$ cat config.mk
export PLATFORM = sky130hd
export DESIGN_NAME = l1_dcache_flat
export DESIGN_NICKNAME = d
export VERILOG_FILES = /design/src/rtl/l1_dcache_pkg.sv /design/src/rtl/l1_dcache_if.sv /design/src/rtl/l1_dcache_array.sv /design/src/rtl/l1_dcache.sv /design/src/flat_wrapper.sv
export SDC_FILE = /design/constraint.sdc
export NUM_CORES = 2
export LEC_CHECK = 0
export ABC_AREA = 1
export CAP_MARGIN = 20
export CORE_ASPECT_RATIO = 0.6
export CORE_MARGIN = 5
export CORE_UTILIZATION = 45
export DETAILED_ROUTE_END_ITERATION = 10
export PLACE_DENSITY_LB_ADDON = 0.08
export SYNTH_ARGS = -nofsm -noshare
export SYNTH_HDL_FRONTEND = slang
export SYNTH_MEMORY_MAX_BITS = 65536
export SYNTH_SLANG_ARGS = --single-unit
$ cat constraint.sdc
create_clock -name clk -period 10.8 [get_ports clk]
set_input_delay 2.16 -clock clk [delete_from_list [all_inputs] [get_ports clk]]
set_output_delay 2.16 -clock clk [all_outputs]
set_load 0.02 [all_outputs]
$ cat src/rtl/l1_dcache_pkg.sv
// Shared widths and state encoding for the L1 data cache.
package l1_cache_types;

   localparam int unsigned ADDR_W     = 32;
   localparam int unsigned WORD_W     = 32;
   localparam int unsigned OFFSET_W   = 5;
   localparam int unsigned WORD_SEL_W = 3;
   localparam int unsigned LINE_W     = 256;
   localparam int unsigned LINE_BYTES = LINE_W / 8;
   localparam int unsigned LINE_WORDS = LINE_W / WORD_W;

   typedef enum logic [1:0] {
      CHECK     = 2'd0,
      WRITEBACK = 2'd1,
      FILL      = 2'd2
   } dcache_state_t;

   // Tag width for a given number of index bits.
   function automatic int unsigned tag_width(input int unsigned s_index);
      return ADDR_W - OFFSET_W - s_index;
   endfunction

endpackage

$ cat src/rtl/l1_dcache_if.sv
// CPU-side word port and line-memory port of the L1 data cache.
interface l1_dcache_cpu_if;
   import l1_cache_types::*;

   logic                mem_read;
   logic                mem_write;
   logic [ADDR_W-1:0]   mem_address;
   logic [WORD_W-1:0]   mem_wdata;
   logic [3:0]          mem_byte_enable;
   logic [WORD_W-1:0]   mem_rdata;
   logic                mem_resp;

   modport master (
      output mem_read, mem_write, mem_address, mem_wdata, mem_byte_enable,
      input  mem_rdata, mem_resp
   );

   modport slave (
      input  mem_read, mem_write, mem_address, mem_wdata, mem_byte_enable,
      output mem_rdata, mem_resp
   );
endinterface

interface l1_dcache_pmem_if;
   import l1_cache_types::*;

   logic                pmem_read;
   logic                pmem_write;
   logic [ADDR_W-1:0]   pmem_address;
   logic [LINE_W-1:0]   pmem_wdata;
   logic [LINE_W-1:0]   pmem_rdata;
   logic                pmem_resp;

   modport master (
      output pmem_read, pmem_write, pmem_address, pmem_wdata,
      input  pmem_rdata, pmem_resp
   );

   modport slave (
      input  pmem_read, pmem_write, pmem_address, pmem_wdata,
      output pmem_rdata, pmem_resp
   );
endinterface

$ cat src/rtl/l1_dcache_array.sv
// Flop-based tag/valid/dirty/data storage: one combinational read port, one write port.
module l1d_array
   import l1_cache_types::*;
#(
   parameter  int unsigned S_INDEX = 4,
   localparam int unsigned TAG_W   = ADDR_W - OFFSET_W - S_INDEX,
   localparam int unsigned SETS    = 1 << S_INDEX
) (
   input  logic                  clk,
   input  logic                  rst,
   input  logic [S_INDEX-1:0]    idx,
   output logic [TAG_W-1:0]      rd_tag,
   output logic                  rd_valid,
   output logic                  rd_dirty,
   output logic [LINE_W-1:0]     rd_data,
   input  logic [LINE_BYTES-1:0] wr_be,
   input  logic [LINE_W-1:0]     wr_data,
   input  logic                  fill,
   input  logic [TAG_W-1:0]      wr_tag,
   input  logic                  dirty_set,
   input  logic                  dirty_clr
);

   logic [TAG_W-1:0]  tag_arr [SETS];
   logic [LINE_W-1:0] data    [SETS];
   logic [SETS-1:0]   valid;
   logic [SETS-1:0]   dirty;

   assign rd_tag   = tag_arr[idx];
   assign rd_valid = valid[idx];
   assign rd_dirty = dirty[idx];
   assign rd_data  = data[idx];

   // Byte-granular line write and tag update; contents are not reset.
   always_ff @(posedge clk) begin
      for (int b = 0; b < int'(LINE_BYTES); b++) begin
         if (wr_be[b]) begin
            data[idx][b*8 +: 8] <= wr_data[b*8 +: 8];
         end
      end
      if (fill) begin
         tag_arr[idx] <= wr_tag;
      end
   end

   // Valid/dirty state, cleared asynchronously so a reset invalidates the whole cache.
   always_ff @(posedge clk or negedge rst) begin
      if (!rst) begin
         valid <= '0;
         dirty <= '0;
      end else if (fill) begin
         valid[idx] <= 1'b1;
         dirty[idx] <= 1'b0;
      end else if (dirty_set) begin
         dirty[idx] <= 1'b1;
      end else if (dirty_clr) begin
         dirty[idx] <= 1'b0;
      end
   end

endmodule

$ cat src/rtl/l1_dcache.sv
// Direct-mapped write-back, write-allocate L1 data cache: FSM, hit compare, word select, byte merge.
module l1_dcache
   import l1_cache_types::*;
#(
   parameter int unsigned S_INDEX = 4,
   parameter int unsigned S_LINE  = 256
) (
   input  logic            clk,
   input  logic            rst,
   l1_dcache_cpu_if.slave  cpu,
   l1_dcache_pmem_if.master pmem
);

   localparam int unsigned TAG_W = ADDR_W - OFFSET_W - S_INDEX;

   dcache_state_t          state_q, state_d;

   logic [TAG_W-1:0]       req_tag, miss_tag_q, arr_tag;
   logic [S_INDEX-1:0]     req_idx, miss_idx_q, arr_idx;
   logic [WORD_SEL_W-1:0]  req_word;
   logic                   req, hit, miss_start;
   logic                   arr_valid, arr_dirty;
   logic [S_LINE-1:0]      line_rd;

   logic                   resp_c, pmem_read_c, pmem_write_c;
   logic [ADDR_W-1:0]      pmem_address_c;
   logic [LINE_BYTES-1:0]  wr_be_c;
   logic [LINE_W-1:0]      wr_data_c;
   logic                   fill_c, dirty_set_c, dirty_clr_c;
   logic                   unused_addr_lsb;

   assign req_tag  = cpu.mem_address[ADDR_W-1 -: TAG_W];
   assign req_idx  = cpu.mem_address[OFFSET_W +: S_INDEX];
   assign req_word = cpu.mem_address[2 +: WORD_SEL_W];
   assign unused_addr_lsb = ^cpu.mem_address[1:0];

   // During a miss the array is addressed by the latched miss set, not the live CPU address.
   assign arr_idx    = (state_q == CHECK) ? req_idx : miss_idx_q;
   assign req        = cpu.mem_read | cpu.mem_write;
   assign hit        = req & arr_valid & (arr_tag == req_tag);
   assign miss_start = (state_q == CHECK) & req & ~hit;

   l1d_array #(.S_INDEX(S_INDEX)) u_array (
      .clk       (clk),
      .rst       (rst),
      .idx       (arr_idx),
      .rd_tag    (arr_tag),
      .rd_valid  (arr_valid),
      .rd_dirty  (arr_dirty),
      .rd_data   (line_rd),
      .wr_be     (wr_be_c),
      .wr_data   (wr_data_c),
      .fill      (fill_c),
      .wr_tag    (miss_tag_q),
      .dirty_set (dirty_set_c),
      .dirty_clr (dirty_clr_c)
   );

   // State register.
   always_ff @(posedge clk or negedge rst) begin
      if (!rst) begin
         state_q <= CHECK;
      end else begin
         state_q <= state_d;
      end
   end

   // Capture the missing line's tag/set so the fill completes even if the CPU drops its request.
   always_ff @(posedge clk or negedge rst) begin
      if (!rst) begin
         miss_tag_q <= '0;
         miss_idx_q <= '0;
      end else if (miss_start) begin
         miss_tag_q <= req_tag;
         miss_idx_q <= req_idx;
      end
   end

   // Next state, CPU response, line-memory requests and array write controls.
   always_comb begin
      state_d        = state_q;
      resp_c         = 1'b0;
      pmem_read_c    = 1'b0;
      pmem_write_c   = 1'b0;
      pmem_address_c = '0;
      wr_be_c        = '0;
      wr_data_c      = {LINE_WORDS{cpu.mem_wdata}};
      fill_c         = 1'b0;
      dirty_set_c    = 1'b0;
      dirty_clr_c    = 1'b0;

      unique case (state_q)
         CHECK: begin
            if (req) begin
               if (hit) begin
                  resp_c = 1'b1;
                  if (cpu.mem_write) begin
                     wr_be_c     = LINE_BYTES'(cpu.mem_byte_enable) << {req_word, 2'b00};
                     dirty_set_c = 1'b1;
                  end
               end else if (arr_valid && arr_dirty) begin
                  state_d = WRITEBACK;
               end else begin
                  state_d = FILL;
               end
            end
         end
         WRITEBACK: begin
            pmem_write_c   = 1'b1;
            pmem_address_c = {arr_tag, miss_idx_q, OFFSET_W'(0)};
            if (pmem.pmem_resp) begin
               dirty_clr_c = 1'b1;
               state_d     = FILL;
            end
         end
         FILL: begin
            pmem_read_c    = 1'b1;
            pmem_address_c = {miss_tag_q, miss_idx_q, OFFSET_W'(0)};
            wr_data_c      = pmem.pmem_rdata;
            if (pmem.pmem_resp) begin
               wr_be_c = '1;
               fill_c  = 1'b1;
               state_d = CHECK;
            end
         end
         default: begin
            state_d = CHECK;
         end
      endcase
   end

   assign cpu.mem_resp      = resp_c;
   assign cpu.mem_rdata     = line_rd[{req_word, 5'b00000} +: WORD_W];
   assign pmem.pmem_read    = pmem_read_c;
   assign pmem.pmem_write   = pmem_write_c;
   assign pmem.pmem_address = pmem_address_c;
   assign pmem.pmem_wdata   = line_rd;

endmodule

$ cat src/flat_wrapper.sv
// flat-port wrapper written by rule: the top's interface ports become plain ports
module l1_dcache_flat import l1_cache_types::*;
#(
   parameter int unsigned S_INDEX = 4,
   parameter int unsigned S_LINE  = 256
)
  (clk, rst, cpu_mem_read, cpu_mem_write, cpu_mem_address, cpu_mem_wdata, cpu_mem_byte_enable, cpu_mem_rdata, cpu_mem_resp, pmem_pmem_read, pmem_pmem_write, pmem_pmem_address, pmem_pmem_wdata, pmem_pmem_rdata, pmem_pmem_resp);
  l1_dcache_cpu_if cpu_i ();
  l1_dcache_pmem_if pmem_i ();
  input  logic clk;
  input  logic rst;
  input wire logic [$bits(cpu_i.mem_read)-1:0] cpu_mem_read;
  input wire logic [$bits(cpu_i.mem_write)-1:0] cpu_mem_write;
  input wire logic [$bits(cpu_i.mem_address)-1:0] cpu_mem_address;
  input wire logic [$bits(cpu_i.mem_wdata)-1:0] cpu_mem_wdata;
  input wire logic [$bits(cpu_i.mem_byte_enable)-1:0] cpu_mem_byte_enable;
  output wire logic [$bits(cpu_i.mem_rdata)-1:0] cpu_mem_rdata;
  output wire logic [$bits(cpu_i.mem_resp)-1:0] cpu_mem_resp;
  output wire logic [$bits(pmem_i.pmem_read)-1:0] pmem_pmem_read;
  output wire logic [$bits(pmem_i.pmem_write)-1:0] pmem_pmem_write;
  output wire logic [$bits(pmem_i.pmem_address)-1:0] pmem_pmem_address;
  output wire logic [$bits(pmem_i.pmem_wdata)-1:0] pmem_pmem_wdata;
  input wire logic [$bits(pmem_i.pmem_rdata)-1:0] pmem_pmem_rdata;
  input wire logic [$bits(pmem_i.pmem_resp)-1:0] pmem_pmem_resp;
  assign cpu_i.mem_read = cpu_mem_read;
  assign cpu_i.mem_write = cpu_mem_write;
  assign cpu_i.mem_address = cpu_mem_address;
  assign cpu_i.mem_wdata = cpu_mem_wdata;
  assign cpu_i.mem_byte_enable = cpu_mem_byte_enable;
  assign cpu_mem_rdata = cpu_i.mem_rdata;
  assign cpu_mem_resp = cpu_i.mem_resp;
  assign pmem_pmem_read = pmem_i.pmem_read;
  assign pmem_pmem_write = pmem_i.pmem_write;
  assign pmem_pmem_address = pmem_i.pmem_address;
  assign pmem_pmem_wdata = pmem_i.pmem_wdata;
  assign pmem_i.pmem_rdata = pmem_pmem_rdata;
  assign pmem_i.pmem_resp = pmem_pmem_resp;
  l1_dcache #(.S_INDEX(S_INDEX), .S_LINE(S_LINE)) u_core (.clk(clk), .rst(rst), .cpu(cpu_i), .pmem(pmem_i));
endmodule
### Yosys cells after proc, flatten, opt, wreduce, memory -nomap -nowiden

Memories as Yosys holds them, arrays and structs flattened.
Index checks and enable logic that the tools add are counted.

* bits in registers: 61
* bits in writable memories: 4464
* output and inout port bits: 323
* memories kept: 2

Memories
* u_core.u_array.data: words 16, width 256, read ports 1, clocked after Yosys merged registers in 0, write ports 1, RTL line l1_dcache_array.sv:25 `logic [LINE_W-1:0] data [SETS];`
* u_core.u_array.tag_arr: words 16, width 23, read ports 1, clocked after Yosys merged registers in 0, write ports 1, RTL line l1_dcache_array.sv:24 `logic [TAG_W-1:0] tag_arr [SETS];`

* $lt $le $gt $ge: 2
* equality and inequality tests: 7
* shift-type cells: 2
* mux-type cells: 101
* bitwise logic cells: 10
* reductions and logical operators: 5

Operator list (number)
* 256-bit two-way mux: 1
* 256-bit by 9-bit variable part select with 32-bit output: 1
* 32-bit two-way mux: 4
* 32-bit one-hot mux with 2 select lines: 2
* 1-bit two-way mux: 81
* 16-bit two-way mux: 3
* 16-bit bitwise OR: 2
* 4-bit by 5-bit left shift with 32-bit output: 1
* 23-bit equality test: 1
* 16-bit AND: 1
* 16-bit inverter: 1
* 2-bit two-way mux: 5
* 1-bit binary-select mux with 4-bit select: 2
* 2-bit inequality test (second input constant): 3
* 2-bit one-hot mux with 3 select lines: 1
* 4-bit by 5-bit < comparator with 1-bit output (second input constant): 1
* 1-bit AND: 4
* 1-bit demux with 4-bit select: 1
* 4-bit by 1-bit greater-or-equal comparator with 1-bit output (second input constant): 1
* 4-bit two-way mux: 1
* 4-bit AND reduction: 1
* 3-bit nonzero test: 1
* 2-bit by 1-bit equality test with 1-bit output (second input constant): 1
* 2-bit equality test (second input constant): 1
* 5 further kinds: 6

### Depth between registers and ports, before layout

* word-level depth: 11
* gate-level depth with buffers: 28
* gate-level depth less buffers: 24

### Hierarchy

A second synthesis with hierarchy kept.

* cell total of the unflattened synthesis: 20284
* area total of the unflattened synthesis: 196303.3 um^2

By module, submodules not included
* l1d_array: instances 1, cells each 18737, area an instance 189111.4 um^2, sequential area each 134849.3 um^2
* l1_dcache: instances 1, cells each 1547, area an instance 7191.9 um^2, sequential area each 725.7 um^2

### Worst setup path after synthesis

OpenSTA, ideal clock, no wires.

* kind: in2out
* from: input cpu_mem_address[5]
* to: output cpu_mem_rdata[6]
* data arrival time: 4806 ps
* data required time: 8640 ps
* setup slack: 3834 ps
* cell stages on the path: 14
* path buffers: 5
* cell sequence: nand2_1 > nand2_4 > buf_4 > buf_4 > nor2_1 > clkbuf_1 > clkbuf_1 > clkbuf_1 > a22oi_1 > nand2_1 > nand2_1 > nand4_1 > o21ai_0 > a31oi_1

* longest elaborated chain between the ends: 3

Ends and longest elaborated chain
* start, declared: RTL line flat_wrapper.sv:14 `input wire logic [$bits(cpu_i.mem_address)-1:0] cpu_mem_address;`
* 4-bit two-way mux: RTL line l1_dcache.sv:38 `assign arr_idx = (state_q == CHECK) ? req_idx : miss_idx_q;`
* memory read 16 x 256 bit
* net pmem_pmem_wdata[38]: RTL line flat_wrapper.sv:22 `output wire logic [$bits(pmem_i.pmem_wdata)-1:0] pmem_pmem_wdata;`
* 256-bit by 9-bit variable part select with 32-bit output: RTL line l1_dcache.sv:133 `assign cpu.mem_rdata = line_rd[{req_word, 5'b00000} +: WORD_W];`
* end, declared: RTL line flat_wrapper.sv:17 `output wire logic [$bits(cpu_i.mem_rdata)-1:0] cpu_mem_rdata;`

The timed path passes the listed nets, and every way through them passes these cells.

### Worst setup path in the final report

* from: input cpu_mem_address[6]
* to: output cpu_mem_rdata[25]

* longest elaborated chain between the ends: 3

Ends and longest elaborated chain (RTL line)
* 4-bit two-way mux: l1_dcache.sv:38
* memory read 16 x 256 bit
* 256-bit by 9-bit variable part select with 32-bit output: l1_dcache.sv:133

Every way passes these cells.

==> run metrics <==
flop2flop setup slack 3.17 ns; clk root buf clkbuf_16; vias in the first global route 113000; crit end category output pin; DRC 0; internal power 39.1 mW; Die ar. 408000 sq um; status finished, final reports clean; slew at the pin with the worst max-slew slack 1.32 ns; Crit path buffers/inverters 5; Starting Density 45.3%; Synth cell types 36; pin count of the biggest net entering global routing 174; post-CTS setup repair buffer count 0; post_cts resized 0; gpl congestion 0.924; Clock Skew 0.0532 ns; Tot GR Track Use 31.9%; Slowest cell on crit path o21ai_0; Hold Buf Count CTS 0; Synth-to-Final Area Change 15.8%; Worst Reg-to-Reg Cells 26; Mapped Area 178000 sq um; Nets 14000; Worst IR Drop VDD 0.309 mV; most common cell after layout, fill and taps aside edfxtp_1; I/O pin count 652; setup TNS 0 ns; hold depth 2; Core Region 393000 sq um; global-route wire length before repair 917000 microns; sequential share of the synthesized area 76.2%; 1st-iter DRT viols 19200; relative max-transition margin 11.2%; Fmax achieved 0.106 GHz; Clock power frac 20.9%; Worst R2R Start u_core.state_q[0]$_DFFE_PN0P_; Vias 120000; fill cell count 32800; type of origin of the critical path primary input; critical path arrival 7.31 ns; Num CTS Buffers 420; number of routed nets with antenna violations 0; final core utilization 52.4%; clock buffer depth 4; worst-path cell chain clkdlybuf4s50_1 > nand2_1 > o21ai_4 > buf_4 > nor2_4 > buf_12 > buf_12 > a22oi_1 > nand2_1 > nand2_1 > nand4_1 > o21ai_0 > a31oi_1 > buf_4; Setup Crit Path Kind in -> out; Die Wd 822 microns; Power per Cell Area 349 nW/um^2; Routed WL per cell 34.9 microns; Comb power frac 47.2%; worst-path fanout max 107; CP peak stage delay 1.06 ns; I/O Buffers 644; most frequent cells in the layout edfxtp_1 (4464), nand2_1 (3541), a22oi_1 (2048); worst reg2reg endpoint u_core.u_array.data[14][115]$_DFFE_PP_; Synth Warn # 0; Seq cells post-synth 4525; DRT Pass-1 Iters 8; # Max-Cap Violations 0; RSZ-0062 raised after global routing no; clock-pin slew on the worst setup and hold paths 0.06 ns; GRT overflow 0; detail-routed via count per cell 6.21; ys flop type edfxtp_1; switching part of the total 45.5%; Sw Pwr 32.7 mW; hpwl dp 443000 microns; Min Clock Period, post-route 9.47 ns; H-tree Lvls 5; Hold Crit Class reg -> reg; Worst Hold Path EP u_core.u_array.valid[3]$_DFFE_PN0P_; ys async rst share 1.35%; Flop pwr share 31.9%; final wirelength 674000 microns; initial antenna violation count 83; Avg Cell Area, Syn 13.6 sq um; Top Family by Delay on Critical Path compound AO/OA/AOI/OAI gates; min-delay src u_core.u_array.valid[3]$_DFFE_PN0P_; final setup vio count 0; Die Ht 497 microns; share of cells above drive strength 1 8.74%; clk_lat worst skew 0.98 ns; fin crit share 87.7%; Worst EP required 8.64 ns; final count of pins violating max slew 0; CTS tree built; Hold Vio Cnt, Final 0; Cells after Synth 13100; Crit path top cell by count nand2_1; leak pwr 70.9 nW; number of synthesized flops with an enable pin 4464; clock tree sinks 4525; number of cell rows 178
-- cell type report --
cell class	count	area, sq um	share of cell area [%]
tap	5220	6530	3.17
inverter	338	1340	0.649
antenna	69	173	0.0838
multi-input combinational	7305	37800	18.4
sequential	4525	136000	65.8
clock buffer	501	11000	5.36
timing repair buffer	1116	11000	5.32
clock inverter	265	2480	1.21
-- layer usage --
| layer | share of wire [%] | vias up | track usage [%] |
|---|---|---|---|
| met5 | 0.022 | - | 0 |
| li1 | - | 50200 | - |
| met1 | 40 | 60700 | 45.4 |
| met3 | 13 | 1238 | 9.45 |
| met4 | 5.2 | 22 | 14.0 |
| met2 | 42 | 7893 | 45.5 |
-- worst max path at each step --
stage                              to               start  depth (start not counted)
floorplan            cpu_mem_rdata[6]  cpu_mem_address[5]                         14
global placement    cpu_mem_rdata[23]  cpu_mem_address[5]                         18
detailed placement  cpu_mem_rdata[23]  cpu_mem_address[5]                         17
CTS                 cpu_mem_rdata[23]  cpu_mem_address[5]                         17
global route        cpu_mem_rdata[18]  cpu_mem_address[5]                         16
finish              cpu_mem_rdata[25]  cpu_mem_address[6]                         14
-- state kept, by name, summed over array words and instances (netlist names), named ones only --
signal                  flops
u_core.u_array.tag_arr    368
u_core.miss_tag_q          23
u_core.state_q              2
u_core.u_array.valid       16
u_core.miss_idx_q           4
u_core.u_array.data      4096
-- kinds of logic (layout without fill, tap and decap cells) --
family | after synthesis | count (layout) | synth area share, %
AOI/OAI and AO/OA | 2943 | 2943 | 11.2
adders and majority gates | 3 | 3 | 0.0211
buffers and inverters | 1235 | 2220 | 2.70
DFF | 4525 | 4525 | 76.2
other | 1 | 74 | 0.00211
and+or+nand+nor | 4354 | 4354 | 9.86
-- tightest hold or removal path, stage by stage (launching register included) --
cell and delay [ns]:
dfrtp_1 0.32, inv_1 0.05, o21ai_0 0.06
-- synth_stat cells, types with 46 or more instances --
master | instances | area, sq um
a21oi_1 | 542 | 2710
a22oi_1 | 2048 | 15400
buf_1 | 46 | 173
buf_2 | 84 | 420
clkbuf_1 | 754 | 2830
dfrtp_1 | 61 | 1530
edfxtp_1 | 4464 | 134000
inv_1 | 316 | 1190
nand2_1 | 3573 | 13400
nand4_1 | 280 | 1750
nor2_1 | 401 | 1510
o21ai_0 | 209 | 1050
o21ai_1 | 71 | 355
-- per-stage QoR --
stage	worst slack, ns	cells	power [mW]	hold slack (ns)	instance area, sq um
after global routing	1.29	19300	73.9	0.483	206000
final	1.33	19300	71.8	0.460	206000
after detailed placement	1.45	18400	56.3	0.445	192000
after CTS	1.42	19200	71.1	0.458	205000
after global placement	1.51	18400	56.0	0.439	192000
after floorplan	3.83	13100	38.1	0.427	178000
-- power by group through the flow --
| stage | clock network, mW | logic, mW | registers, mW |
|---|---|---|---|
| 2_1_floorplan | 0 | 15.1 | 23.0 |
| 3_3_place_gp | 0 | 32.8 | 23.2 |
| 3_5_place_dp | 0 | 33.1 | 23.3 |
| 4_1_cts | 15.1 | 33.1 | 22.9 |
| 5_1_grt | 15.9 | 35.0 | 23.0 |
| 6_report | 15.0 | 33.9 | 22.9 |
Power figures use the tool's default switching activity.
